==> config.mk <==
export PLATFORM = sky130hd
export DESIGN_NAME = issue_ctrl
export DESIGN_NICKNAME = d
export VERILOG_FILES = /design/src/rtl/cpu_pkg.sv /design/src/rtl/hazard_detect.sv /design/src/rtl/issue_ctrl.sv
export SDC_FILE = /design/constraint.sdc
export NUM_CORES = 1
export LEC_CHECK = 0
export CORE_MARGIN = 5
export CORE_UTILIZATION = 30
export CTS_BUF_LIST = sky130_fd_sc_hd__clkbuf_4 sky130_fd_sc_hd__clkbuf_8
export DETAILED_ROUTE_END_ITERATION = 12
export GPL_ROUTABILITY_DRIVEN = 0
export PLACE_DENSITY = 0.56
export REMOVE_ABC_BUFFERS = 1
export SLEW_MARGIN = 20
export SYNTH_ARGS = -nofsm -noshare
export SYNTH_HDL_FRONTEND = slang
export SYNTH_SLANG_ARGS = --single-unit
==> constraint.sdc <==
create_clock -name clk -period 3 [get_ports clk]
set_input_delay 0.6 -clock clk [delete_from_list [all_inputs] [get_ports clk]]
set_output_delay 0.6 -clock clk [all_outputs]
set_load 0.01 [all_outputs]
==> src/rtl/cpu_pkg.sv <==
// Shared types for the dual-issue control path: FSM state encoding and
// architectural field widths.
package cpu_pkg;

  localparam int REG_W   = 3;
  localparam int STALL_W = 16;

  typedef enum logic [2:0] {
    RUN     = 3'd0,
    SPLIT   = 3'd1,
    LDUSE   = 3'd2,
    MEMWAIT = 3'd3,
    FLUSH   = 3'd4,
    EXC     = 3'd5
  } state_t;

endpackage

==> src/rtl/hazard_detect.sv <==
// Combinational hazard comparators for one decoded instruction pair plus the
// register tag of a load issued in the previous cycle.
module hazard_detect
  import cpu_pkg::*;
(
  input  logic             i_regWrite1,
  input  logic             i_regWrite2,
  input  logic [REG_W-1:0] i_dst1,
  input  logic [REG_W-1:0] i_src1a,
  input  logic [REG_W-1:0] i_src1b,
  input  logic [REG_W-1:0] i_dst2,
  input  logic [REG_W-1:0] i_src2a,
  input  logic [REG_W-1:0] i_src2b,
  input  logic             i_ldValid,
  input  logic [REG_W-1:0] i_ldTag,
  output logic             o_rawIntra,
  output logic             o_wawIntra,
  output logic             o_loadUse
);

  // Slot 1 reading dst2 is harmless: reads within a pair precede its writes.
  assign o_rawIntra = i_regWrite1 && ((i_dst1 == i_src2a) || (i_dst1 == i_src2b));
  assign o_wawIntra = i_regWrite1 && i_regWrite2 && (i_dst1 == i_dst2);
  assign o_loadUse  = i_ldValid && ((i_src1a == i_ldTag) || (i_src1b == i_ldTag) ||
                                    (i_src2a == i_ldTag) || (i_src2b == i_ldTag));

endmodule

==> src/rtl/issue_ctrl.sv <==
// Dual-issue ID->EX controller: splits dependent pairs, inserts load-use
// bubbles, waits on data memory, flushes on jumps/taken branches, raises exceptions.
module issue_ctrl
  import cpu_pkg::*;
(
  input  logic               clk,
  input  logic               reset_n,
  input  logic               valid,
  input  logic               regWrite1,
  input  logic               regWrite2,
  input  logic               memRd,
  input  logic               memWr,
  input  logic               branch,
  input  logic               jump,
  input  logic               invalid1,
  input  logic               invalid2,
  input  logic [REG_W-1:0]   dst1,
  input  logic [REG_W-1:0]   src1a,
  input  logic [REG_W-1:0]   src1b,
  input  logic [REG_W-1:0]   dst2,
  input  logic [REG_W-1:0]   src2a,
  input  logic [REG_W-1:0]   src2b,
  input  logic               brTaken,
  input  logic               memReady,
  output logic               issue1,
  output logic               issue2,
  output logic               stallIF,
  output logic               flushID,
  output logic               memReq,
  output logic               excValid,
  output logic               excSlot,
  output logic [2:0]         state,
  output logic [STALL_W-1:0] stallCount
);

  state_t             r_state;
  state_t             w_next;
  state_t             w_cur;
  logic               r_memReq;
  logic               r_excSlot;
  logic               r_ldValid;
  logic               r_brPend;
  logic [REG_W-1:0]   r_ldTag;
  logic [STALL_W-1:0] r_stallCount;
  logic               w_raw;
  logic               w_waw;
  logic               w_loadUse;
  logic               w_excEnter;

  hazard_detect u_hazard (
    .i_regWrite1 (regWrite1),
    .i_regWrite2 (regWrite2),
    .i_dst1      (dst1),
    .i_src1a     (src1a),
    .i_src1b     (src1b),
    .i_dst2      (dst2),
    .i_src2a     (src2a),
    .i_src2b     (src2b),
    .i_ldValid   (r_ldValid),
    .i_ldTag     (r_ldTag),
    .o_rawIntra  (w_raw),
    .o_wawIntra  (w_waw),
    .o_loadUse   (w_loadUse)
  );

  always_ff @(posedge clk or negedge reset_n) begin
    if (!reset_n) r_state <= RUN;
    else          r_state <= w_next;
  end

  // Only RUN/SPLIT/FLUSH/EXC persist in r_state; MEMWAIT and LDUSE are
  // reported through w_cur for the cycles they stall.
  always_comb begin
    issue1     = 1'b0;
    issue2     = 1'b0;
    stallIF    = 1'b0;
    flushID    = 1'b0;
    excValid   = 1'b0;
    w_excEnter = 1'b0;
    w_cur      = r_state;
    w_next     = r_state;
    if (!reset_n) begin
      w_cur  = RUN;
      w_next = RUN;
    end else if (r_brPend && brTaken) begin
      w_cur   = FLUSH;
      flushID = 1'b1;
      w_next  = RUN;
    end else if (r_memReq && !memReady) begin
      w_cur   = MEMWAIT;
      stallIF = 1'b1;
    end else begin
      case (r_state)
        EXC: begin
          if (r_memReq) begin
            stallIF = 1'b1;
          end else begin
            excValid = 1'b1;
            flushID  = 1'b1;
            w_next   = RUN;
          end
        end
        FLUSH: begin
          flushID = 1'b1;
          w_next  = RUN;
        end
        SPLIT: begin
          issue2  = 1'b1;
          stallIF = 1'b1;
          w_next  = RUN;
        end
        default: begin
          w_next = RUN;
          if (valid) begin
            if (invalid1 || invalid2) begin
              w_excEnter = 1'b1;
              w_next     = EXC;
            end else if (w_loadUse) begin
              w_cur   = LDUSE;
              stallIF = 1'b1;
            end else if (w_raw || w_waw) begin
              issue1  = 1'b1;
              stallIF = 1'b1;
              w_next  = SPLIT;
            end else begin
              issue1 = 1'b1;
              issue2 = 1'b1;
            end
          end
        end
      endcase
      // Pair-level control ops belong to slot 2 and take effect when it issues.
      if (issue2 && jump) w_next = FLUSH;
    end
  end

  always_ff @(posedge clk or negedge reset_n) begin
    if (!reset_n) begin
      r_memReq     <= 1'b0;
      r_excSlot    <= 1'b0;
      r_ldValid    <= 1'b0;
      r_brPend     <= 1'b0;
      r_stallCount <= '0;
    end else begin
      if (issue2 && (memRd || memWr)) r_memReq <= 1'b1;
      else if (memReady)              r_memReq <= 1'b0;
      if (w_excEnter) r_excSlot <= ~invalid1;
      if (stallIF && (r_stallCount != '1)) r_stallCount <= r_stallCount + STALL_W'(1);
      r_ldValid <= issue2 && memRd;
      r_brPend  <= issue2 && branch;
    end
  end

  always_ff @(posedge clk) begin
    r_ldTag <= dst2;
  end

  assign memReq     = r_memReq;
  assign excSlot    = r_excSlot;
  assign stallCount = r_stallCount;
  assign state      = w_cur;

endmodule

==> flow_summary.html, run 1 <==
<table>
<tr><th>Metric</th><th>Value</th></tr>
<tr><th colspan="2">Finish</th></tr>
<tr><td>Commonest cells after routing, fill and taps aside</td><td>sky130_fd_sc_hd__clkdlybuf4s50_1, sky130_fd_sc_hd__xor2_1, sky130_fd_sc_hd__dfrtp_1</td></tr>
<tr><td>Filler Cell Count</td><td>476</td></tr>
<tr><td>Final cell count without fillers</td><td>305</td></tr>
<tr><td>Proportion of layout cells with a drive suffix above 1</td><td>between 10% and 20%</td></tr>
<tr><td>Inserted Diodes</td><td>0</td></tr>
<tr><td>Leading cell type in the layout, fill and taps excluded</td><td>sky130_fd_sc_hd__clkdlybuf4s50_1</td></tr>
<tr><td>Layout area overhead</td><td>57.4%</td></tr>
<tr><td>Total Nets Final</td><td>271</td></tr>
<tr><td>Final instance area</td><td>2320 um^2</td></tr>
<tr><td>Post-route core utilization</td><td>48.7%</td></tr>
<tr><th colspan="2">Detailed routing</th></tr>
<tr><td>WL final</td><td>just under 4000 um</td></tr>
<tr><td>First-pass iteration count of the detailed router</td><td>4</td></tr>
<tr><td>Remaining design rule violation count</td><td>0</td></tr>
<tr><td>Initial drt markers</td><td>13</td></tr>
<tr><td>Number of nets still failing antenna checks after routing</td><td>0</td></tr>
<tr><td>Vias</td><td>1356</td></tr>
<tr><td>Via density per instance</td><td>between 4 and 5</td></tr>
<tr><td>Wire length per cell</td><td>13.0 um</td></tr>
<tr><th colspan="2">Floorplanning</th></tr>
<tr><td>Standard-cell row count</td><td>25</td></tr>
<tr><td>Die boundary width</td><td>between 80 and 90 um</td></tr>
<tr><td>Core region area</td><td>4750 um^2</td></tr>
<tr><td>Total I/O pin count</td><td>57</td></tr>
<tr><td>Initial core utilization</td><td>30.9%</td></tr>
<tr><td>Vertical die dimension</td><td>approximately 80 um</td></tr>
<tr><td>Die Outline Area</td><td>~6400 um^2</td></tr>
<tr><th colspan="2">Setup path</th></tr>
<tr><td>Highest-delay cell along the critical path</td><td>sky130_fd_sc_hd__or4_1</td></tr>
<tr><td>Element type at the critical path start</td><td>primary input</td></tr>
<tr><td>Cell class contributing the biggest share of worst-path delay</td><td>simple AND/OR/NAND/NOR gates</td></tr>
<tr><td>Worst path bufs/invs</td><td>2</td></tr>
<tr><td>Launching element of the worst setup path</td><td>dst1[2]</td></tr>
<tr><td>Maximum net fanout on the critical path</td><td>3</td></tr>
<tr><td>Data arrival time of the worst path</td><td>2.29 ns</td></tr>
<tr><td>Worst setup EP type</td><td>primary output</td></tr>
<tr><td>Required time at the endpoint of the critical path</td><td>around 2.4 ns</td></tr>
<tr><td>Count of cells along the worst register-to-register path</td><td>8</td></tr>
<tr><td>Beginning of the worst register-to-register path</td><td>r_ldTag[1]$_DFF_P_</td></tr>
<tr><td>Delay of the slowest cell on the worst path</td><td>0.52 ns</td></tr>
<tr><td>Terminus of the critical flop-to-flop path</td><td>stallCount[1]$_DFFE_PN0P_</td></tr>
<tr><td>Register-to-Register Setup Slack</td><td>0.70 ns</td></tr>
<tr><td>Number of stages on the worst setup path</td><td>7</td></tr>
<tr><td>Crit path cell chain</td><td>clkdlybuf4s50_1, xor2_1, or4_1, nand3_1, o32a_1, nor2_2, buf_2</td></tr>
<tr><td>Worst setup path category</td><td>primary input to primary output</td></tr>
<tr><th colspan="2">STA</th></tr>
<tr><td>Final worst clock skew</td><td>0.00356 ns</td></tr>
<tr><td>Tightest slew margin relative to the limit</td><td>~63%</td></tr>
<tr><td>Setup-failing EPs final</td><td>0</td></tr>
<tr><td>Clock period minus worst slack</td><td>about 2.9 ns</td></tr>
<tr><td>Fmax</td><td>0.346 GHz</td></tr>
<tr><td>Hold slack</td><td>0.497 ns</td></tr>
<tr><td>RSZ-0062 raised after global routing</td><td>no</td></tr>
<tr><td>Final worst-path cycle share</td><td>between 90% and 100%</td></tr>
<tr><td>TNS Setup</td><td>0 ns</td></tr>
<tr><td>Fin. Hold Viols</td><td>0</td></tr>
<tr><td>Setup slack of the critical path after layout</td><td>approximately 0.11 ns</td></tr>
<tr><td>Slew @ Worst Pin</td><td>0.544 ns</td></tr>
<tr><td>Count of pins over their slew limit</td><td>0</td></tr>
<tr><th colspan="2">GRT</th></tr>
<tr><td>GRT Resource Usage Total</td><td>13.2%</td></tr>
<tr><td>First-pass GRT wire length</td><td>6730 um</td></tr>
<tr><td>Maximum number of pins on one net before global-route repair</td><td>25</td></tr>
<tr><td>Initial antenna violation count</td><td>0</td></tr>
<tr><td>Via count of the first global-routing pass</td><td>1404</td></tr>
<tr><td>Remaining global-route overflow</td><td>0</td></tr>
<tr><th colspan="2">Worst hold path</th></tr>
<tr><td>Worst hold stages</td><td>1</td></tr>
<tr><td>Worst Hold End</td><td>stallCount[11]$_DFFE_PN0P_</td></tr>
<tr><td>Worst min path class</td><td>flip-flop to flip-flop</td></tr>
<tr><td>Startpoint of the worst hold path</td><td>stallCount[11]$_DFFE_PN0P_</td></tr>
<tr><th colspan="2">Placed design</th></tr>
<tr><td>Cells after DPL</td><td>301</td></tr>
<tr><td>Placed Area</td><td>around 2300 um^2</td></tr>
<tr><td>Number of input and output port buffers inserted</td><td>56</td></tr>
<tr><td>Detailed-placement wirelength estimate</td><td>3050 um</td></tr>
<tr><td>Dpl ws</td><td>-0.431 ns</td></tr>
<tr><th colspan="2">Synthesis</th></tr>
<tr><td>Adder-cell area share of the yosys netlist</td><td>0.850%</td></tr>
<tr><td>Synthesis Warnings</td><td>0</td></tr>
<tr><td>Synthesized-area fraction occupied by ao, oa, aoi and oai cells</td><td>under 10%</td></tr>
<tr><td>Simple-gate area share of the yosys netlist</td><td>24.4%</td></tr>
<tr><td>Dominant combinational cell family by area after synthesis</td><td>simple AND/OR/NAND/NOR gates</td></tr>
<tr><td>Xor and xnor fraction of the mapped netlist area</td><td>21.4%</td></tr>
<tr><td>Cell count after synthesis</td><td>157</td></tr>
<tr><td>Synthesis-stage register bit count</td><td>25</td></tr>
<tr><td>Number of distinct library cells after synthesis</td><td>34</td></tr>
<tr><td>Mean instance size in the synthesized netlist</td><td>9.37 um^2</td></tr>
<tr><td>Netlist Area Pre-Place</td><td>around 1500 um^2</td></tr>
<tr><td>Multiplexer fraction of the synthesized cell area</td><td>1.02%</td></tr>
<tr><td>Sequential cell area fraction in the yosys report</td><td>41.5%</td></tr>
<tr><th colspan="2">Clocking</th></tr>
<tr><td>Clock buffers created by TritonCTS</td><td>3</td></tr>
<tr><td>CTS Root Buffer Type</td><td>sky130_fd_sc_hd__clkbuf_8</td></tr>
<tr><td>CTS tree</td><td>built</td></tr>
<tr><td>Clock-pin slew on the worst setup and hold paths</td><td>approximately 0.10 ns</td></tr>
<tr><td>Insertion delay to the later sink of the worst-skew pair</td><td>0.27 ns</td></tr>
<tr><td>Worst-case clock buffer depth</td><td>2</td></tr>
<tr><td>H-tree lvl count</td><td>1</td></tr>
<tr><td>Count of hold buffers inserted by post-cts repair</td><td>0</td></tr>
<tr><td>Clock net sink count</td><td>25</td></tr>
<tr><th colspan="2">Pwr</th></tr>
<tr><td>Design Power</td><td>0.928 mW</td></tr>
<tr><td>IR drop worst, VDD</td><td>0.000283 V</td></tr>
<tr><td>Power density over the cells</td><td>401 nW/um^2</td></tr>
<tr><td>Leakage</td><td>1.04 nW</td></tr>
<tr><th colspan="2">Run</th></tr>
<tr><td>Maximum Capacitance Violations</td><td>0</td></tr>
<tr><th colspan="2">Run status</th></tr>
<tr><td>Result of the run</td><td>complete, no violations</td></tr>
</table>
[worst register-to-register path, stage by stage, from the launching register on]
cell and delay (ns):
sky130_fd_sc_hd__dfxtp_1 0.46, sky130_fd_sc_hd__xor2_1 0.18, sky130_fd_sc_hd__nor3_1 0.07, sky130_fd_sc_hd__o41a_1 0.47, sky130_fd_sc_hd__buf_4 0.17, sky130_fd_sc_hd__o31ai_4 0.20, sky130_fd_sc_hd__buf_4 0.25, sky130_fd_sc_hd__nor2_2 0.08
sky130_fd_sc_hd__mux2_4 0.31
[synth_stat cells, drive strengths merged]
cell type / number / share of area, %
a31oi: 1 / 0.43
a211o: 1 / 0.60
ha: 1 / 0.85
nand4: 6 / 2.6
or4: 1 / 0.51
o32a: 1 / 0.68
nor3b: 1 / 0.51
o21ai: 4 / 1.4
nor2b: 2 / 0.85
dfxtp: 3 / 4.1
o41a: 1 / 0.77
nor4: 5 / 2.1
buf: 1 / 0.77
or4b: 1 / 0.68
nand3: 7 / 2.4
xnor2: 9 / 5.4
and2: 4 / 1.7
xor2: 27 / 16
inv: 7 / 1.8
and3: 2 / 0.85
nand2b: 2 / 0.85
a21oi: 4 / 1.4
mux2: 1 / 1.0
a211oi: 1 / 0.51
or3: 2 / 0.85
o21a: 1 / 0.51
nor2: 12 / 3.2
o31ai: 1 / 1.4
o2111ai: 1 / 0.60
nand2: 14 / 3.6
nor3: 11 / 3.7
dfrtp: 22 / 37
[layer usage]
layer / track usage [%] / part of all wire, %
met5: 0 / 0
met4: 2.70 / 0
met3: 3.39 / 6.2
met2: 21.9 / 48
met1: 17.3 / 45
[flip-flops by register name (all words and copies together) (netlist names)]
register    cells
r_ldValid       1
stallCount     16
memReq          1
excSlot         1
r_brPend        1
r_ldTag         3
r_state         2
[layout make-up]
class | instances | area (um^2) | share of cell area (%)
flip-flops and latches | 25 | 611 | 26.4
clock buffers | 3 | 41.3 | 1.78
inverters | 7 | 26.3 | 1.13
repair buffers | 78 | 706 | 30.5
well taps | 67 | 83.8 | 3.62
multi-input cells | 124 | 841 | 36.3
clock inverters | 1 | 7.51 | 0.324
[report_power, final]
part | total [mW] | internal [mW] | switching, mW
sequential | 0.427 | 0.377 | 0.0503
combinational | 0.289 | 0.174 | 0.115
clock | 0.211 | 0.0943 | 0.117
total | 0.928 | 0.645 | 0.282
[worst max path at each step]
stage / slack (ns) / end
global route: 0.03 / issue2
finish: 0.11 / issue2
detailed placement: -0.43 / issue2
global placement: -0.43 / issue1
CTS: 0.03 / issue1
floorplan: 0.49 / stallIF
[logic make-up after synthesis]
family                     count (synthesis)
and+or+nand+nor                           70
xor gates and xnor gates                  36
DFF                                       25
AOI/OAI and AO/OA                         16
buffers and inverters                      8
muxes                                      1
adders and majority gates                  1
[repair_timing]
item	in CTS	in global routing
pin swaps	7	4
resized for setup	24	5
setup buffers	2	0
endpoints found under the setup margin	4	3
Note: power is estimated with default switching activity, not from simulation.
==> run 2, diff against run 1 <==
- TNS_END_PERCENT: unset -> 20
==> run 2 against run 1 <==
Register-to-register slack is essentially flat. Fmax is 0.17% lower. Combinational power about the same. Routed wire length stayed put. Critical endpoint unchanged. Core utilization fell by 0.16 points. Critical path depth unchanged. Largest cell class unchanged. Clock skew hardly changed. First-iteration DRC count increased by 7.7%. Die area is the same.
==> flow_summary.html, run 2 (same netlist as run 1, synthesis figures left out) <==
<table>
<tr><th>Metric</th><th>Value</th></tr>
<tr><th colspan="2">Setup path</th></tr>
<tr><td>Critical path endpoint</td><td>issue2</td></tr>
<tr><td>Element type at the critical path start</td><td>primary input</td></tr>
<tr><td>Delay of the slowest cell on the worst path</td><td>0.52 ns (about the same)</td></tr>
<tr><td>Register-to-Register Setup Slack</td><td>0.71 ns (about the same)</td></tr>
<tr><td>Cell class contributing the biggest share of worst-path delay</td><td>simple AND/OR/NAND/NOR gates</td></tr>
<tr><td>Required time at the endpoint of the critical path</td><td>2.40 ns (about the same)</td></tr>
<tr><td>Count of cells along the worst register-to-register path</td><td>8 (unchanged)</td></tr>
<tr><td>Worst setup EP type</td><td>primary output</td></tr>
<tr><td>Worst setup path category</td><td>primary input to primary output</td></tr>
<tr><td>Data arrival time of the worst path</td><td>2.29 ns (about the same)</td></tr>
<tr><td>Maximum net fanout on the critical path</td><td>3 (unchanged)</td></tr>
<tr><td>Beginning of the worst register-to-register path</td><td>r_ldTag[1]$_DFF_P_</td></tr>
<tr><td>Worst path bufs/invs</td><td>2 (unchanged)</td></tr>
<tr><td>Crit path cell chain</td><td>clkdlybuf4s50_1, xor2_1, or4_1, nand3_1, o32a_1, nor2_1, buf_2</td></tr>
<tr><td>Highest-delay cell along the critical path</td><td>sky130_fd_sc_hd__or4_1</td></tr>
<tr><td>Launching element of the worst setup path</td><td>dst1[2]</td></tr>
<tr><td>Number of stages on the worst setup path</td><td>7 (unchanged)</td></tr>
<tr><td>Terminus of the critical flop-to-flop path</td><td>stallCount[1]$_DFFE_PN0P_</td></tr>
<tr><th colspan="2">Finish</th></tr>
<tr><td>Proportion of layout cells with a drive suffix above 1</td><td>14.3% (-0.42 points)</td></tr>
<tr><td>Filler Cell Count</td><td>478 (+0.42%)</td></tr>
<tr><td>Flip-flop count of the largest register after layout</td><td>16 (unchanged)</td></tr>
<tr><td>Layout area overhead</td><td>56.9%</td></tr>
<tr><td>Commonest cells after routing, fill and taps aside</td><td>sky130_fd_sc_hd__clkdlybuf4s50_1, sky130_fd_sc_hd__xor2_1, sky130_fd_sc_hd__dfrtp_1</td></tr>
<tr><td>Final cell count without fillers</td><td>305 (unchanged)</td></tr>
<tr><td>Leading cell type in the layout, fill and taps excluded</td><td>sky130_fd_sc_hd__clkdlybuf4s50_1</td></tr>
<tr><td>Inserted Diodes</td><td>0 (unchanged)</td></tr>
<tr><td>Post-route core utilization</td><td>48.6% (-0.16 points)</td></tr>
<tr><td>Final instance area</td><td>2310 um^2 (-0.32%)</td></tr>
<tr><td>Total Nets Final</td><td>271 (unchanged)</td></tr>
<tr><th colspan="2">Pwr</th></tr>
<tr><td>IR drop worst, VDD</td><td>0.000283 V (about the same)</td></tr>
<tr><td>Power density over the cells</td><td>402 nW/um^2 (+0.31%)</td></tr>
<tr><td>Design Power</td><td>0.927 mW (about the same)</td></tr>
<tr><td>Leakage</td><td>1.03 nW (-1.8%)</td></tr>
<tr><th colspan="2">Floorplanning</th></tr>
<tr><td>Standard-cell row count</td><td>25 (unchanged)</td></tr>
<tr><td>Die boundary width</td><td>80.0 um (unchanged)</td></tr>
<tr><td>Core region area</td><td>4750 um^2 (unchanged)</td></tr>
<tr><td>Initial core utilization</td><td>30.9% (unchanged)</td></tr>
<tr><td>Total I/O pin count</td><td>57 (unchanged)</td></tr>
<tr><td>Die Outline Area</td><td>6410 um^2 (unchanged)</td></tr>
<tr><td>Vertical die dimension</td><td>80.0 um (unchanged)</td></tr>
<tr><th colspan="2">Detailed routing</th></tr>
<tr><td>Via density per instance</td><td>4.47 (+0.44%)</td></tr>
<tr><td>Initial drt markers</td><td>14 (+1)</td></tr>
<tr><td>First-pass iteration count of the detailed router</td><td>4 (unchanged)</td></tr>
<tr><td>Remaining design rule violation count</td><td>0 (unchanged)</td></tr>
<tr><td>Vias</td><td>1362 (+0.44%)</td></tr>
<tr><td>Wire length per cell</td><td>13.0 um (unchanged)</td></tr>
<tr><td>WL final</td><td>3960 um (unchanged)</td></tr>
<tr><td>Number of nets still failing antenna checks after routing</td><td>0 (unchanged)</td></tr>
<tr><th colspan="2">Clocking</th></tr>
<tr><td>Worst-case clock buffer depth</td><td>2 (unchanged)</td></tr>
<tr><td>CTS tree</td><td>built</td></tr>
<tr><td>CTS Root Buffer Type</td><td>sky130_fd_sc_hd__clkbuf_8</td></tr>
<tr><td>Clock-pin slew on the worst setup and hold paths</td><td>0.10 ns (about the same)</td></tr>
<tr><td>Insertion delay to the later sink of the worst-skew pair</td><td>0.27 ns (about the same)</td></tr>
<tr><td>Clock buffers created by TritonCTS</td><td>3 (unchanged)</td></tr>
<tr><td>H-tree lvl count</td><td>1 (unchanged)</td></tr>
<tr><td>Count of hold buffers inserted by post-cts repair</td><td>0 (unchanged)</td></tr>
<tr><td>Clock net sink count</td><td>25 (unchanged)</td></tr>
<tr><th colspan="2">GRT</th></tr>
<tr><td>Initial antenna violation count</td><td>0 (unchanged)</td></tr>
<tr><td>Maximum number of pins on one net before global-route repair</td><td>25 (unchanged)</td></tr>
<tr><td>Via count of the first global-routing pass</td><td>1404 (unchanged)</td></tr>
<tr><td>First-pass GRT wire length</td><td>6730 um (unchanged)</td></tr>
<tr><td>GRT Resource Usage Total</td><td>13.2% (unchanged)</td></tr>
<tr><td>Remaining global-route overflow</td><td>0 (unchanged)</td></tr>
<tr><th colspan="2">STA</th></tr>
<tr><td>RSZ-0062 raised after global routing</td><td>yes</td></tr>
<tr><td>Tightest slew margin relative to the limit</td><td>63.4% (about the same)</td></tr>
<tr><td>Fin. Hold Viols</td><td>0 (unchanged)</td></tr>
<tr><td>Slew @ Worst Pin</td><td>0.544 ns (-0.0000685 ns)</td></tr>
<tr><td>Count of pins over their slew limit</td><td>0 (unchanged)</td></tr>
<tr><td>Final worst clock skew</td><td>0.00323 ns (-0.000332 ns)</td></tr>
<tr><td>Clock period minus worst slack</td><td>2.89 ns (+0.00498 ns)</td></tr>
<tr><td>Setup slack of the critical path after layout</td><td>0.105 ns (-0.00498 ns)</td></tr>
<tr><td>Setup-failing EPs final</td><td>0 (unchanged)</td></tr>
<tr><td>Final worst-path cycle share</td><td>96.5% (+0.17 points)</td></tr>
<tr><td>Fmax</td><td>0.345 GHz (-0.17%)</td></tr>
<tr><th colspan="2">Worst hold path</th></tr>
<tr><td>Startpoint of the worst hold path</td><td>stallCount[11]$_DFFE_PN0P_</td></tr>
<tr><td>Worst min path class</td><td>flip-flop to flip-flop</td></tr>
<tr><th colspan="2">Placed design</th></tr>
<tr><td>Placed Area</td><td>2270 um^2 (unchanged)</td></tr>
<tr><td>Dpl ws</td><td>-0.431 ns (unchanged)</td></tr>
<tr><td>Number of input and output port buffers inserted</td><td>56 (unchanged)</td></tr>
<tr><td>Cells after DPL</td><td>301 (unchanged)</td></tr>
<tr><td>Detailed-placement wirelength estimate</td><td>3050 um (unchanged)</td></tr>
<tr><th colspan="2">Run status</th></tr>
<tr><td>Result of the run</td><td>complete, no violations</td></tr>
<tr><th colspan="2">Run</th></tr>
<tr><td>Maximum Capacitance Violations</td><td>0 (unchanged)</td></tr>
</table>
[run 2: cell count changes in the layout (fill, tap and decap cells not counted)]
cell	delta
sky130_fd_sc_hd__clkdlybuf4s50_1	+2
sky130_fd_sc_hd__dlymetal6s2s_1	-2
sky130_fd_sc_hd__nor2_1	+1
sky130_fd_sc_hd__nor2_2	-1
[run 2: through the flow]
| stage | setup TNS [ns] | hold slack, ns |
|---|---|---|
| final | 0 | 0.497 |
| after CTS | 0 | 0.507 |
| after detailed placement | -1.33 | 0.487 |
| after global routing | -0.0000784 | 0.529 |
| after global placement | -1.33 | 0.486 |
| after floorplan | 0 | 0.304 |
[run 2: what timing repair did]
| action | CTS | global route |
|---|---|---|
| buffers inserted | 2 | 0 |
| gates resized for setup | 24 | 2 |
| pin swaps | 7 | 0 |
| gates cloned | 0 | 0 |
| endpoints found under the setup margin | 4 | 3 |
| endpoints found under the hold margin | 0 | 0 |
[run 2: cell type report]
type	count	area, um^2	share of cell area, %
Multi-Input combinational cell	124	838	36.3
Timing Repair Buffer	78	701	30.4
Tap cell	67	83.8	3.63
Inverter	7	26.3	1.14
Sequential cell	25	611	26.4
Clock buffer	3	41.3	1.79
Clock inverter	1	7.51	0.325
[run 2: where the power goes]
group	internal, mW	switching, mW	total (mW)
Combinational	0.174	0.115	0.289
Clock	0.0943	0.117	0.212
Sequential	0.377	0.0498	0.427
Total	0.645	0.282	0.927
[run 2: per-layer routing]
metal	track usage (%)	wire [um]	vias to the layer above
met5	0	0	-
met4	2.70	0	0
met3	3.39	245	0
met2	21.9	1910	36
met1	17.3	1810	620
li1	-	-	706
[run 2: worst min path at each step]
stage | slack, ns | to | cells after the start
3_5_place_dp | 0.49 | stallCount[15]$_DFFE_PN0P_ | 1
6_report | 0.50 | stallCount[11]$_DFFE_PN0P_ | 1
3_3_place_gp | 0.49 | stallCount[11]$_DFFE_PN0P_ | 1
2_1_floorplan | 0.30 | excSlot$_DFFE_PN0P_ | 0
4_1_cts | 0.51 | stallCount[11]$_DFFE_PN0P_ | 1
5_1_grt | 0.53 | stallCount[15]$_DFFE_PN0P_ | 1
==> run 3, diff against run 2 <==
- HOLD_SLACK_MARGIN: unset -> 0.08
==> results of run 3 <==
No change in the layout: final DEF, timing and power equal those of run 2.
